$ cat config.mk
export PLATFORM = sky130hd
export DESIGN_NAME = hififo_tpc_mwr
export DESIGN_NICKNAME = d
export VERILOG_FILES = /design/src/rtl/hififo_pkg.sv /design/src/rtl/hififo_tpc_mwr.sv
export SDC_FILE = /design/constraint.sdc
export NUM_CORES = 1
export LEC_CHECK = 0
export CAP_MARGIN = 20
export CORE_MARGIN = 1
export CORE_UTILIZATION = 49
export DETAILED_ROUTE_END_ITERATION = 16
export PLACE_DENSITY = 0.85
export SLEW_MARGIN = 10
export SYNTH_ARGS = -nofsm -noshare
export SYNTH_HDL_FRONTEND = slang
export SYNTH_SLANG_ARGS = --single-unit
$ cat constraint.sdc
create_clock -name clock -period 11.5 [get_ports clock]
set_clock_uncertainty 0.15 [all_clocks]
set_input_delay 2.875 -clock clock [delete_from_list [all_inputs] [get_ports clock]]
set_output_delay 2.875 -clock clock [all_outputs]
set_load 0.05 [all_outputs]
$ cat src/rtl/hififo_pkg.sv
// Shared definitions for the hififo PCIe DMA engines: TLP field constants,
// engine state encoding and TLP header assembly used by both directions.
package hififo_pkg;

    typedef enum logic [1:0] {
        ST_IDLE = 2'd0,
        ST_HDR0 = 2'd1,
        ST_HDR1 = 2'd2,
        ST_DATA = 2'd3
    } mwr_state_t;

    localparam logic [1:0] FMT_4DW_NODATA = 2'b01;
    localparam logic [1:0] FMT_4DW_DATA   = 2'b11;
    localparam logic [4:0] TYPE_MEM       = 5'b00000;

    // First header beat: DW0 in the low half, DW1 (requester ID, tag, byte enables) in the high half.
    function automatic logic [63:0] tlp_hdr0(input logic [1:0]  fmt,
                                             input logic [4:0]  typ,
                                             input logic [15:0] req_id,
                                             input logic [7:0]  tag,
                                             input logic [9:0]  len);
        logic [31:0] dw0;
        logic [31:0] dw1;
        dw0 = {1'b0, fmt, typ, 1'b0, 3'b000, 4'b0000, 1'b0, 1'b0, 2'b00, 2'b00, len};
        dw1 = {req_id, tag, 4'hF, 4'hF};
        return {dw1, dw0};
    endfunction

    // Second header beat of a 4DW header: address high DW first, then QW-aligned low DW.
    function automatic logic [63:0] tlp_hdr1(input logic [63:0] byte_addr);
        return {byte_addr[31:0] & 32'hFFFF_FFF8, byte_addr[63:32]};
    endfunction

endpackage

$ cat src/rtl/hififo_tpc_mwr.sv
// To-PC DMA write engine: drains the tpc FIFO into fixed-size PCIe Memory Write
// TLPs (4DW header, 64-bit address) on the 64-bit AXI-stream TX port.
module hififo_tpc_mwr
    import hififo_pkg::*;
#(
    parameter int PAYLOAD_QW = 16,
    parameter int CW         = 10
) (
    input  logic          clock,
    input  logic          reset,
    input  logic [15:0]   pci_id,
    input  logic          enable,
    input  logic [63:0]   addr,
    input  logic          addr_valid,
    output logic          addr_ready,
    input  logic [63:0]   fifo_data,
    input  logic [CW-1:0] fifo_count,
    output logic          fifo_read,
    output logic [63:0]   s_axis_tx_tdata,
    output logic          s_axis_tx_1dw,
    output logic          s_axis_tx_tlast,
    output logic          s_axis_tx_tvalid,
    input  logic          s_axis_tx_tready,
    output logic [31:0]   tlp_count
);

    localparam logic [9:0]    LEN_DW      = 10'(2 * PAYLOAD_QW);
    localparam logic [5:0]    LAST_BEAT   = 6'(PAYLOAD_QW - 1);
    localparam logic [CW-1:0] START_LEVEL = CW'(PAYLOAD_QW);
    localparam logic [63:0]   ADDR_MASK   = ~64'h0000_0000_0000_0007;

    mwr_state_t  state_r, state_s;
    logic [63:0] tdata_r, tdata_s;
    logic        tlast_r, tlast_s;
    logic        tvalid_r, tvalid_s;
    logic [63:0] addr_r, addr_s;
    logic [5:0]  beat_r, beat_s;
    logic        addr_ready_r, addr_ready_s;
    logic [31:0] count_r, count_s;
    logic        fifo_read_s;
    logic        load_hdr_s;
    logic        start_s;
    logic        accept_s;

    // Only start when a whole payload is already queued, so DATA can never underflow.
    assign start_s  = enable & addr_valid & (fifo_count >= START_LEVEL);
    assign accept_s = tvalid_r & s_axis_tx_tready;

    // Next-state and next-beat selection; a new beat loads on the edge the current one is accepted.
    always_comb begin
        state_s      = state_r;
        tdata_s      = tdata_r;
        tlast_s      = tlast_r;
        tvalid_s     = tvalid_r;
        addr_s       = addr_r;
        beat_s       = beat_r;
        count_s      = count_r;
        addr_ready_s = 1'b0;
        fifo_read_s  = 1'b0;
        load_hdr_s   = 1'b0;
        case (state_r)
            ST_IDLE: begin
                if (start_s) begin
                    load_hdr_s = 1'b1;
                end else begin
                    tvalid_s = 1'b0;
                    tlast_s  = 1'b0;
                end
            end
            ST_HDR0: begin
                if (accept_s) begin
                    tdata_s = tlp_hdr1(addr_r);
                    state_s = ST_HDR1;
                end else begin
                    state_s = ST_HDR0;
                end
            end
            ST_HDR1: begin
                if (accept_s) begin
                    tdata_s     = fifo_data;
                    fifo_read_s = 1'b1;
                    beat_s      = 6'd0;
                    tlast_s     = (LAST_BEAT == 6'd0);
                    state_s     = ST_DATA;
                end else begin
                    state_s = ST_HDR1;
                end
            end
            ST_DATA: begin
                if (accept_s) begin
                    if (tlast_r) begin
                        count_s = count_r + 32'd1;
                        if (start_s) begin
                            load_hdr_s = 1'b1;
                        end else begin
                            tvalid_s = 1'b0;
                            tlast_s  = 1'b0;
                            state_s  = ST_IDLE;
                        end
                    end else begin
                        tdata_s     = fifo_data;
                        fifo_read_s = 1'b1;
                        beat_s      = beat_r + 6'd1;
                        tlast_s     = ((beat_r + 6'd1) == LAST_BEAT);
                    end
                end else begin
                    state_s = ST_DATA;
                end
            end
            default: begin
                state_s  = ST_IDLE;
                tvalid_s = 1'b0;
                tlast_s  = 1'b0;
            end
        endcase
        // Shared by the IDLE start and the back-to-back start off the last data beat.
        if (load_hdr_s) begin
            addr_s       = addr & ADDR_MASK;
            tdata_s      = tlp_hdr0(FMT_4DW_DATA, TYPE_MEM, pci_id, 8'h00, LEN_DW);
            tvalid_s     = 1'b1;
            tlast_s      = 1'b0;
            addr_ready_s = 1'b1;
            state_s      = ST_HDR0;
        end else begin
            addr_ready_s = 1'b0;
        end
    end

    // State, output beat and counters; reset abandons any packet in flight.
    always_ff @(posedge clock or posedge reset) begin
        if (reset) begin
            state_r      <= ST_IDLE;
            tdata_r      <= 64'h0;
            tlast_r      <= 1'b0;
            tvalid_r     <= 1'b0;
            addr_r       <= 64'h0;
            beat_r       <= 6'd0;
            addr_ready_r <= 1'b0;
            count_r      <= 32'd0;
        end else begin
            state_r      <= state_s;
            tdata_r      <= tdata_s;
            tlast_r      <= tlast_s;
            tvalid_r     <= tvalid_s;
            addr_r       <= addr_s;
            beat_r       <= beat_s;
            addr_ready_r <= addr_ready_s;
            count_r      <= count_s;
        end
    end

    // FWFT pop must coincide with the edge that captures the head word.
    assign fifo_read        = fifo_read_s;
    assign addr_ready       = addr_ready_r;
    assign s_axis_tx_tdata  = tdata_r;
    assign s_axis_tx_tlast  = tlast_r;
    assign s_axis_tx_tvalid = tvalid_r;
    assign s_axis_tx_1dw    = 1'b0;
    assign tlp_count        = count_r;

endmodule

==> results of run 1 <==
-- layer usage --
| layer | vias up | global-route usage, % | share of wire, % | routed length [microns] |
|---|---|---|---|---|
| met5 | - | 0 | 0 | 0 |
| met4 | 0 | 14.08 | 4.1 | 850 |
| met3 | 55 | 4.808 | 5.2 | 1073 |
| met2 | 261 | 43.57 | 48 | 9900 |
| met1 | 3334 | 34.72 | 43 | 8928 |
| li1 | 3324 | - | - | - |
-- cell usage after synthesis, types with 2 or more instances --
| library cell | number |
|---|---|
| sky130_fd_sc_hd__nand2_1 | 279 |
| sky130_fd_sc_hd__dfrtp_1 | 168 |
| sky130_fd_sc_hd__o21ai_0 | 79 |
| sky130_fd_sc_hd__nor2_1 | 59 |
| sky130_fd_sc_hd__clkbuf_1 | 45 |
| sky130_fd_sc_hd__a311oi_1 | 37 |
| sky130_fd_sc_hd__a21oi_1 | 36 |
| sky130_fd_sc_hd__xnor2_1 | 27 |
| sky130_fd_sc_hd__buf_2 | 15 |
| sky130_fd_sc_hd__nand3_1 | 15 |
| sky130_fd_sc_hd__and3_1 | 10 |
| sky130_fd_sc_hd__nor3_1 | 10 |
| sky130_fd_sc_hd__nand4_1 | 8 |
| sky130_fd_sc_hd__o311ai_0 | 8 |
| sky130_fd_sc_hd__ha_1 | 7 |
| sky130_fd_sc_hd__inv_1 | 7 |
| sky130_fd_sc_hd__xor2_1 | 7 |
| sky130_fd_sc_hd__and4_1 | 5 |
| sky130_fd_sc_hd__a221o_1 | 3 |
| sky130_fd_sc_hd__a211o_1 | 2 |
| sky130_fd_sc_hd__a211oi_1 | 2 |
| sky130_fd_sc_hd__a31oi_1 | 2 |
| sky130_fd_sc_hd__and2_1 | 2 |
| sky130_fd_sc_hd__buf_4 | 2 |
| sky130_fd_sc_hd__buf_6 | 2 |
| sky130_fd_sc_hd__nand3b_1 | 2 |
| sky130_fd_sc_hd__nor2b_1 | 2 |
-- kinds of logic (layout without fill, tap and decap cells) --
kind of cell,count (synthesis),after routing,share of synthesized area (%)
xor+xnor,34,34,3.892
mux,1,1,0.1472
other cells,1,3,0.04901
compound gates,173,173,14.34
simple gates,398,398,21.41
flops,168,168,54.95
buf+inv,72,300,4.072
fa+ha+maj,7,7,1.145
-- layout by cell type (no fill, tap or decap), types with 5 or more instances in the layout --
master	n
sky130_fd_sc_hd__a21oi_1	36
sky130_fd_sc_hd__a311oi_1	37
sky130_fd_sc_hd__and3_1	10
sky130_fd_sc_hd__and4_1	5
sky130_fd_sc_hd__buf_4	8
sky130_fd_sc_hd__clkbuf_16	17
sky130_fd_sc_hd__clkdlybuf4s50_1	251
sky130_fd_sc_hd__dfrtp_1	168
sky130_fd_sc_hd__ha_1	5
sky130_fd_sc_hd__inv_1	6
sky130_fd_sc_hd__inv_6	6
sky130_fd_sc_hd__nand2_1	279
sky130_fd_sc_hd__nand3_1	15
sky130_fd_sc_hd__nand4_1	8
sky130_fd_sc_hd__nor2_1	58
sky130_fd_sc_hd__nor3_1	10
sky130_fd_sc_hd__o21ai_0	79
sky130_fd_sc_hd__o311ai_0	8
sky130_fd_sc_hd__xnor2_1	27
sky130_fd_sc_hd__xor2_1	7
-- critical path, stage by stage --
cell and delay, ns:
sky130_fd_sc_hd__clkdlybuf4s50_1 0.51, sky130_fd_sc_hd__and2_0 0.31, sky130_fd_sc_hd__nand2_1 0.23, sky130_fd_sc_hd__nand2_1 0.13, sky130_fd_sc_hd__clkdlybuf4s50_1 0.81
-- area by class of cell --
| class | count | area (sq um) |
|---|---|---|
| clock inverter | 15 | 190.2 |
| antenna | 2 | 5.005 |
| timing repair buffer | 260 | 2587 |
| tap | 188 | 235.2 |
| sequential | 168 | 4204 |
| fill | 1161 | 4355 |
| clock buffer | 17 | 425.4 |
| multi-input combinational | 614 | 3162 |
| inverter | 8 | 37.54 |
-- report_power, final --
| part | switching, mW | internal, mW |
|---|---|---|
| Sequential | 0 | 0.591 |
| Combinational | 0.0226 | 0.0474 |
| Clock | 0.250 | 0.347 |
-- how the worst min path moves through the flow --
stage | start | to | slack (ns) | depth (start not counted)
6_report | tlp_count[31] | tlp_count[31] | 0.32 | 1
3_5_place_dp | addr_r[36] | addr_r[36] | 0.31 | 2
5_1_grt | tlp_count[31] | tlp_count[31] | 0.33 | 1
3_3_place_gp | addr_r[59] | addr_r[59] | 0.31 | 2
4_1_cts | addr_r[40] | addr_r[40] | 0.33 | 2
2_1_floorplan | addr_r[10] | addr_r[10] | 0.30 | 2
-- flip-flops by register name (all words and copies together), names as in the netlist --
register,cells
addr_r,61
addr_ready,1
beat_r,6
s_axis_tx_tdata,64
s_axis_tx_tlast,1
s_axis_tx_tvalid,1
state_r,2
tlp_count,32
-- per-stage QoR --
stage,hold WS [ns],worst slack [ns],total power [mW]
finish,0.3200,3.612,1.257
global route,0.3346,3.561,1.298
CTS,0.3281,3.642,1.267
detailed placement,0.3117,3.655,0.6725
global placement,0.3070,3.713,0.6721
floorplan,0.2955,3.928,0.6169
==> insert_results.sql, run 1 <==
INSERT INTO impl_metrics (metric_group, metric, value, unit) VALUES
('job', 'cap_violations', '0', ''),
('yosys', 'synth-async-reset-ratio', '100.0', '%'),
('place', 'detailed_place.area', '0.01023', 'sq mm'),
('clock_network', 'root_buffer', 'sky130_fd_sc_hd__clkbuf_16', ''),
('critical_path', 'r2r_setup_slack', '7.30', 'ns'),
('yosys', 'synth-edff-count', '0', ''),
('critical_path', 'critical_path.max_fanout', '7', ''),
('yosys', 'synth_seq_cells', '168', ''),
('yosys', 'ys_seq_area_share', '54.95', '%'),
('routing', 'drt-pass1-iter-count', '5', ''),
('routing', 'wire_per_inst', '16.32', 'microns'),
('global_route', 'grt_antenna_before_repair', '2', ''),
('critical_path', 'worst_ep_arrival_time', '4.86', 'ns'),
('routing', 'totalWireLength', '20.75', 'mm'),
('yosys', 'dominantRegCellSynth', 'sky130_fd_sc_hd__dfrtp_1', ''),
('floorplan', 'fp.dieH', '127.0', 'microns'),
('critical_path', 'critPathKind', 'primary input to output pin', ''),
('clock_network', 'cts_num_sinks', '168', ''),
('routing', 'initialDrtViolationCount', '440', ''),
('sta', 'worst_slew_margin_rel', '38.02', '%'),
('cells_and_area', 'final_net_count', '1235', ''),
('floorplan', 'die-area', '0.01612', 'sq mm'),
('routing', 'num_vias', '6974', ''),
('place', 'detailed_place_hpwl', '13.33', 'mm'),
('routing', 'detail-route-antenna-nets', '0', ''),
('critical_path', 'endpoint', 'fifo_read', ''),
('yosys', 'synthesis.area_per_instance', '8.959', 'sq um'),
('clock_network', 'tritoncts_clock_tree', 'yes', ''),
('clock_network', 'clkTransAtPathRegs', '0.06', 'ns'),
('yosys', 'synth_top_cell_by_area', 'sky130_fd_sc_hd__dfrtp_1', ''),
('floorplan', 'io-pin-count', '260', ''),
('routing', 'drt_drc_violations_left', '0', ''),
('critical_path', 'setup.worst_path.start_class', 'primary input', ''),
('global_route', 'grt_max_degree', '97', ''),
('sta', 'maxSlewViolCount', '0', ''),
('sta', 'fin_tns_setup', '0', 'ns'),
('yosys', 'netlist_area', '0.007651', 'sq mm'),
('sta', 'setup_viol', '0', ''),
('power', 'p_per_area', '115.9', 'mW/mm^2'),
('place', 'post-place-cells', '1238', ''),
('global_route', 'grt_use_total', '26.91', '%'),
('place', 'place.gp.congestion', '0.8131', ''),
('clock_network', 'cts_post_setup_buffers_inserted', '0', ''),
('sta', 'grt_setup_unrepaired', 'false', ''),
('yosys', 'synth.lib_cells_used.distinct', '40', ''),
('sta', 'finalHoldViolations', '0', ''),
('yosys', 'synth_top_area_share', '54.95', '%'),
('cells_and_area', 'share_of_layout_cells_above_drive_strength_1', '4.713', '%'),
('clock_network', 'cts_htree_levels', '4', ''),
('outcome', 'status', 'complete, no violations', ''),
('critical_path', 'critPathCaptureType', 'output pin', ''),
('place', 'port_buffers', '251', ''),
('global_route', 'vias_in_the_first_global_route', '6741', ''),
('global_route', 'grt_first_pass_wirelength', '33.69', 'mm'),
('critical_path', 'cp.required', '8.48', 'ns'),
('clock_network', 'cts_hold_fix_bufs', '0', ''),
('sta', 'final_clock_period_utilization_by_the_worst_path', '68.59', '%'),
('cells_and_area', 'area_growth_syn_to_layout', '41.77', '%'),
('clock_network', 'cts_made_buffers', '17', ''),
('critical_path', 'reg2reg_to', 's_axis_tx_tdata[55]', ''),
('cells_and_area', 'final_cell_count_no_fill', '1272', ''),
('hold_path', 'worst_hold_path_type', 'flip-flop to flip-flop', ''),
('critical_path', 'worstSetupStartpoint', 's_axis_tx_tready', ''),
('sta', 'timing.final.crit_period', '7.888', 'ns'),
('global_route', 'grt-ovfl-total', '0', ''),
('clock_network', 'post_cts_resize_count', '0', ''),
('power', 'power.static_leakage', '4.776', 'nW'),
('yosys', 'postSynthCellCount', '854', ''),
('cells_and_area', 'final_area', '0.01085', 'sq mm'),
('cells_and_area', 'layout.core_utilization', '71.35', '%'),
('sta', 'worstMarginPinSlew', '0.9297', 'ns');
Note: power is estimated with default switching activity, not from simulation.
==> run 2: changes to the inputs <==
--- a/config.mk
+++ b/config.mk
@@ -7,9 +7,9 @@
 export LEC_CHECK = 0
 export CAP_MARGIN = 20
 export CORE_MARGIN = 1
-export CORE_UTILIZATION = 49
+export CORE_UTILIZATION = 46
 export DETAILED_ROUTE_END_ITERATION = 16
-export PLACE_DENSITY = 0.85
+export PLACE_DENSITY = 0.81
 export SLEW_MARGIN = 10
 export SYNTH_ARGS = -nofsm -noshare
 export SYNTH_HDL_FRONTEND = slang
==> constraint.sdc (replaced) <==
create_clock -name clock -period 7.82 [get_ports clock]
set_clock_uncertainty 0.15 [all_clocks]
set_input_delay 1.955 -clock clock [delete_from_list [all_inputs] [get_ports clock]]
set_output_delay 1.955 -clock clock [all_outputs]
set_load 0.05 [all_outputs]
==> run 2 against run 1 <==
Net effect: flip-flop and latch count is the same; first-iteration DRC count shrank 30%; cell count grew 2.0%; total power grew 51%; wire length grew 0.97%; non-clock buffer count shrank 1; global-route usage shrank 1.1 points; sequential share of layout area shrank 0.18 points; sequential power grew 47%; die area grew 6.4%; critical path type unchanged; largest power group unchanged.
==> insert_results.sql, run 2 (synthesized netlist as in run 1, its figures left out) <==
INSERT INTO impl_metrics (metric_group, metric, value, unit) VALUES
('sta', 'final_clock_period_utilization_by_the_worst_path', '76.24', '%'),
('sta', 'finalHoldViolations', '0', ''),
('clock_network', 'clkTransAtPathRegs', '0.06', 'ns'),
('sta', 'setup_viol', '0', ''),
('cells_and_area', 'multi_input_comb_area', '0.003162', 'sq mm'),
('global_route', 'grt_antenna_before_repair', '0', ''),
('floorplan', 'die-area', '0.01715', 'sq mm'),
('cells_and_area', 'fillCellCount', '1257', ''),
('global_route', 'grt_max_degree', '109', ''),
('floorplan', 'io-pin-count', '260', ''),
('floorplan', 'core_area', '0.01606', 'sq mm'),
('sta', 'grt_setup_unrepaired', 'false', ''),
('cells_and_area', 'final_area', '0.01090', 'sq mm'),
('global_route', 'vias_in_the_first_global_route', '6633', ''),
('power', 'power.static_leakage', '4.784', 'nW'),
('floorplan', 'initial_utilization', '47.65', '%'),
('routing', 'avgViaCountPerCell', '5.309', ''),
('routing', 'wl_met3', '1.151', 'mm'),
('routing', 'detail-route-antenna-nets', '0', ''),
('routing', 'initialDrtViolationCount', '307', ''),
('floorplan', 'die_w', '131.0', 'microns'),
('critical_path', 'critical_path.cell_chain', 'clkdlybuf4s50_1 -> and2_0 -> nand2_1 -> nand2_1 -> clkdlybuf4s50_1', ''),
('hold_path', 'worst_hold_path_type', 'flip-flop to flip-flop', ''),
('cells_and_area', 'most_common_library_cell_in_the_layout_ignoring_fill_and_taps', 'sky130_fd_sc_hd__nand2_1', ''),
('clock_network', 'root_buffer', 'sky130_fd_sc_hd__clkbuf_16', ''),
('sta', 'timing.final.crit_period', '5.962', 'ns'),
('clock_network', 'tritoncts_clock_tree', 'yes', ''),
('clock_network', 'cts_made_buffers', '17', ''),
('cells_and_area', 'largest_reg_flops', '64', ''),
('clock_network', 'post_cts_resize_count', '0', ''),
('critical_path', 'setup.worst_path.start_class', 'primary input', ''),
('routing', 'drt-met1-wl', '8.876', 'mm'),
('sta', 'worstMarginPinSlew', '0.9804', 'ns'),
('critical_path', 'worst_path_max_stage_delay', '0.80', 'ns'),
('routing', 'drt_drc_violations_left', '0', ''),
('cells_and_area', 'area_growth_syn_to_layout', '42.42', '%'),
('critical_path', 'critPathCaptureType', 'output pin', ''),
('floorplan', 'fp.dieH', '131.0', 'microns'),
('cells_and_area', 'share_of_layout_cells_above_drive_strength_1', '4.440', '%'),
('clock_network', 'cts_htree_levels', '4', ''),
('critical_path', 'timing.critical_path.slowest_stage_cell', 'sky130_fd_sc_hd__clkdlybuf4s50_1', ''),
('global_route', 'grt_first_pass_wirelength', '33.52', 'mm'),
('place', 'detailed_place_hpwl', '13.34', 'mm'),
('sta', 'max_freq', '167.7', 'MHz'),
('clock_network', 'cts_hold_fix_bufs', '0', ''),
('cells_and_area', 'antenna_cells', '0', ''),
('sta', 'maxSlewViolCount', '0', ''),
('routing', 'wl_met2', '10.22', 'mm'),
('clock_network', 'clk-insertion-delay-late', '0.42', 'ns'),
('cells_and_area', 'most-common-layout-cells', 'sky130_fd_sc_hd__nand2_1, sky130_fd_sc_hd__clkdlybuf4s50_1, sky130_fd_sc_hd__dfrtp_1', ''),
('routing', 'dr.max_layer_used', 'met4', ''),
('routing', 'num_vias', '6886', ''),
('global_route', 'grt-ovfl-total', '0', ''),
('job', 'cap_violations', '0', ''),
('cells_and_area', 'final_net_count', '1234', ''),
('clock_network', 'clockBufferDepth', '2', ''),
('place', 'detailed_place.area', '0.01025', 'sq mm'),
('power', 'p_per_area', '174.0', 'mW/mm^2'),
('routing', 'wire_per_inst', '16.16', 'microns'),
('place', 'place.gp.congestion', '0.8109', ''),
('critical_path', 'cpLargestDelayFamily', 'buffers and inverters', ''),
('critical_path', 'cp.required', '5.72', 'ns'),
('routing', 'drt-pass1-iter-count', '4', ''),
('sta', 'fin_tns_setup', '0', 'ns'),
('clock_network', 'cts_num_sinks', '168', ''),
('global_route', 'grt_use_total', '25.77', '%'),
('clock_network', 'cts_post_setup_buffers_inserted', '0', ''),
('cells_and_area', 'seqCellArea', '0.004204', 'sq mm'),
('floorplan', 'rows', '46', ''),
('outcome', 'status', 'complete, no violations', ''),
('critical_path', 'worst_ep_arrival_time', '3.86', 'ns'),
('sta', 'worst_slew_margin_rel', '34.43', '%'),
('place', 'port_buffers', '251', ''),
('critical_path', 'critical_path.max_fanout', '7', ''),
('critical_path', 'cp.buffers_inverters', '2', ''),
('critical_path', 'critPathKind', 'primary input to output pin', ''),
('routing', 'totalWireLength', '20.96', 'mm'),
('power', 'vdd_ir_drop_max', '0.0001494', 'V');
==> run 2: cell count changes in the layout (fill, tap and decap cells not counted), sizes merged <==
cell,before,now
buf,9,8
bufinv,3,4
clkbuf,17,23
clkinv,3,1
diode,2,0
inv,14,9
==> run 2: stage by stage <==
stage	setup WS [ns]	hold slack, ns	utilization (%)	total power, mW	std cells
6_report	1.858	0.3195	67.86	1.896	1297
5_1_grt	1.763	0.3409	67.86	1.949	1297
4_1_cts	1.854	0.3277	67.86	1.908	1297
3_5_place_dp	1.857	0.3116	63.81	0.9893	1265
3_3_place_gp	1.856	0.3067	63.81	0.9892	1265
2_1_floorplan	1.168	0.2955	-	0.9072	854
==> run 2: cell type report <==
class | count | share of cell area (%)
sequential | 168 | 38.58
multi-input combinational | 614 | 29.02
timing repair buffer | 259 | 23.61
clock buffer | 23 | 4.478
tap | 216 | 2.480
clock inverter | 9 | 1.493
inverter | 8 | 0.3445
==> run 2: path summary, 6_finish.rpt <==
path                             startpoint             endpoint  slack, ns  cells past startpoint
max in group asynchronous             reset        tlp_count[29]       4.21                      3
hold reg to reg               tlp_count[31]        tlp_count[31]       0.32                      1
setup reg to reg                 state_r[1]  s_axis_tx_tdata[52]       3.71                      8
min in group asynchronous             reset           addr_ready       1.97                      2
setup / recovery           s_axis_tx_tready            fifo_read       1.86                      5
hold / removal                tlp_count[31]        tlp_count[31]       0.32                      1
==> run 2: metal layers <==
metal / vias to the layer above / track usage (%)
li1: 3313 / -
met1: 3305 / 33.00
met2: 224 / 42.23
met3: 44 / 5.130
met4: 0 / 11.83
met5: - / 0
==> run 2: power breakdown <==
| part | total, mW | internal [mW] | switching [mW] | leakage, nW |
|---|---|---|---|---|
| sequential | 0.869 | 0.869 | 0 | 2.33 |
| clock | 0.923 | 0.572 | 0.351 | 0.308 |
| combinational | 0.103 | 0.0698 | 0.0335 | 2.14 |
==> run 2: worst register-to-register path, cell delays in order (launching register included) <==
cell and delay, ns:
sky130_fd_sc_hd__dfrtp_1 0.44, sky130_fd_sc_hd__ha_2 0.21, sky130_fd_sc_hd__buf_4 0.63, sky130_fd_sc_hd__and4_1 0.54
sky130_fd_sc_hd__nor2_1 0.06, sky130_fd_sc_hd__or3_2 0.46, sky130_fd_sc_hd__inv_4 0.70, sky130_fd_sc_hd__buf_4 0.56
sky130_fd_sc_hd__o21ai_0 0.21
==> run 3: changes to the inputs <==
==> constraint.sdc (replaced) <==
create_clock -name clock -period 5.63 [get_ports clock]
set_clock_uncertainty 0.15 [all_clocks]
set_input_delay 1.4075 -clock clock [delete_from_list [all_inputs] [get_ports clock]]
set_output_delay 1.4075 -clock clock [all_outputs]
set_load 0.05 [all_outputs]
==> run 3 against run 2 <==
Net effect: sequential share of layout area about the same; worst setup slack worse by 1.1 ns; critical path type unchanged; clock power up 25%; via count rose by 1.3%; core utilization barely moved; die area is the same; cell count grew 0.31%; flip-flop and latch count did not move; critical endpoint unchanged; non-clock buffer count increased by 4; register-to-register slack worse by 1.4 ns; worst hold slack improved by 0.0036 ns; clock-buffer cell count increased by 4.
==> insert_results.sql, run 3 (synthesized netlist as in run 1, its figures left out) <==
INSERT INTO impl_metrics (metric_group, metric, value, unit) VALUES
('clock_network', 'root_buffer', 'sky130_fd_sc_hd__clkbuf_16', ''),
('sta', 'fin_hold_ws', '0.3232', 'ns'),
('routing', 'totalWireLength', '21.52', 'mm'),
('critical_path', 'worst_ep_arrival_time', '3.34', 'ns'),
('place', 'place.gp.congestion', '0.8351', ''),
('global_route', 'grt_antenna_before_repair', '0', ''),
('cells_and_area', 'final_net_count', '1238', ''),
('power', 'p_per_area', '229.5', 'mW/mm^2'),
('outcome', 'status', 'complete, no violations', ''),
('cells_and_area', 'antenna_cells', '0', ''),
('critical_path', 'critPathCaptureType', 'output pin', ''),
('critical_path', 'critical_path.max_fanout', '7', ''),
('cells_and_area', 'area_growth_syn_to_layout', '42.32', '%'),
('hold_path', 'worst_hold_path_type', 'flip-flop to flip-flop', ''),
('cells_and_area', 'most-common-layout-cells', 'sky130_fd_sc_hd__nand2_1, sky130_fd_sc_hd__clkdlybuf4s50_1, sky130_fd_sc_hd__dfrtp_1', ''),
('floorplan', 'initial_utilization', '47.65', '%'),
('clock_network', 'post_cts_resize_count', '0', ''),
('critical_path', 'cp.required', '4.07', 'ns'),
('global_route', 'grt_use_total', '25.98', '%'),
('clock_network', 'cts_made_buffers', '17', ''),
('cells_and_area', 'share_of_layout_cells_above_drive_strength_1', '4.608', '%'),
('power', 'vdd_ir_drop_max', '0.0002055', 'V'),
('floorplan', 'die-area', '0.01715', 'sq mm'),
('routing', 'num_vias', '6978', ''),
('floorplan', 'die_w', '131.0', 'microns'),
('critical_path', 'setup.worst_path.start_class', 'primary input', ''),
('place', 'port_buffers', '251', ''),
('clock_network', 'cts_htree_levels', '4', ''),
('critical_path', 'critPathKind', 'primary input to output pin', ''),
('clock_network', 'tritoncts_clock_tree', 'yes', ''),
('power', 'power.static_leakage', '4.784', 'nW'),
('cells_and_area', 'largest_reg_flops', '64', ''),
('critical_path', 'worst_path_max_stage_delay', '0.82', 'ns'),
('sta', 'maxSlewViolCount', '0', ''),
('global_route', 'grt_max_degree', '109', ''),
('clock_network', 'clockBufferDepth', '2', ''),
('place', 'post-place-cells', '1268', ''),
('place', 'detailed_place.area', '0.01028', 'sq mm'),
('cells_and_area', 'final_area', '0.01089', 'sq mm'),
('routing', 'initialDrtViolationCount', '374', ''),
('floorplan', 'io-pin-count', '260', ''),
('sta', 'final_clock_period_utilization_by_the_worst_path', '86.91', '%'),
('sta', 'setup_viol', '0', ''),
('clock_network', 'cts_num_sinks', '168', ''),
('sta', 'worstMarginPinSlew', '0.9125', 'ns'),
('clock_network', 'clk-insertion-delay-late', '0.42', 'ns'),
('sta', 'finalHoldViolations', '0', ''),
('cells_and_area', 'final_cell_count_no_fill', '1301', ''),
('global_route', 'grt-ovfl-total', '0', ''),
('job', 'cap_violations', '0', ''),
('cells_and_area', 'most_common_library_cell_in_the_layout_ignoring_fill_and_taps', 'sky130_fd_sc_hd__nand2_1', ''),
('place', 'detailed_place_hpwl', '13.81', 'mm'),
('critical_path', 'critical_path.cell_chain', 'clkdlybuf4s50_1 -> and2_0 -> nand2_1 -> nand2_1 -> clkdlybuf4s50_1', ''),
('global_route', 'vias_in_the_first_global_route', '6766', ''),
('routing', 'wire_per_inst', '16.54', 'microns'),
('sta', 'grt_setup_unrepaired', 'false', ''),
('sta', 'max_freq', '204.4', 'MHz'),
('routing', 'drt_drc_violations_left', '0', ''),
('floorplan', 'rows', '46', ''),
('cells_and_area', 'layout.core_utilization', '67.81', '%'),
('clock_network', 'cts_hold_fix_bufs', '0', ''),
('sta', 'timing.final.crit_period', '4.893', 'ns'),
('clock_network', 'cts_post_setup_buffers_inserted', '0', ''),
('sta', 'worst_slew_margin_rel', '39.04', '%'),
('routing', 'detail-route-antenna-nets', '0', ''),
('critical_path', 'timing.critical_path.slowest_stage_cell', 'sky130_fd_sc_hd__clkdlybuf4s50_1', ''),
('routing', 'avgViaCountPerCell', '5.364', ''),
('clock_network', 'clkTransAtPathRegs', '0.06', 'ns'),
('routing', 'drt-pass1-iter-count', '5', ''),
('floorplan', 'core_area', '0.01606', 'sq mm'),
('sta', 'fin_tns_setup', '0', 'ns'),
('floorplan', 'fp.dieH', '131.0', 'microns'),
('global_route', 'grt_first_pass_wirelength', '33.91', 'mm');
-- run 3: critical path: cells and delay by family --
family        cells  cell delay [ns]
buf+inv           2             1.31
simple gates      3             0.61
-- run 3: layer usage --
metal	vias up	global-route usage, %	share of wire [%]	routed length, microns
met1	3358	32.71	42	9077
met4	0	14.20	3.8	815
met3	51	5.090	5.3	1136
li1	3315	-	-	-
met5	-	0	0	0
met2	254	42.23	49	10490
-- run 3: power breakdown --
group	switching [mW]	total, mW	internal, mW
Combinational	0.0471	0.146	0.0984
Sequential	0	1.21	1.21
Clock	0.465	1.15	0.682
-- run 3: final cells by class --
cell class                      count  area, sq um
Clock buffer                       27        523.0
Clock inverter                      5        58.81
Fill cell                        1283         5169
Inverter                            8        36.28
Multi-Input combinational cell    614         3162
Sequential cell                   168         4204
Tap cell                          216        270.3
Timing Repair Buffer              263         2635
-- run 3: per-stage QoR --
stage	total power [mW]	setup WS, ns
floorplan	1.260	1.932
global placement	1.375	0.7840
detailed placement	1.376	0.7560
CTS	2.515	0.7433
global route	2.578	0.6265
finish	2.500	0.7369
-- run 3: worst paths after layout --
kind	from	to	slack [ns]	cells past startpoint
min in group asynchronous	reset	s_axis_tx_tdata[37]	1.37	2
setup / recovery	s_axis_tx_tready	fifo_read	0.74	5
hold reg to reg	addr_r[12]	addr_r[12]	0.32	2
max in group asynchronous	reset	s_axis_tx_tdata[8]	2.98	3
setup reg to reg	state_r[1]	s_axis_tx_tdata[53]	2.29	9
hold / removal	addr_r[12]	addr_r[12]	0.32	2
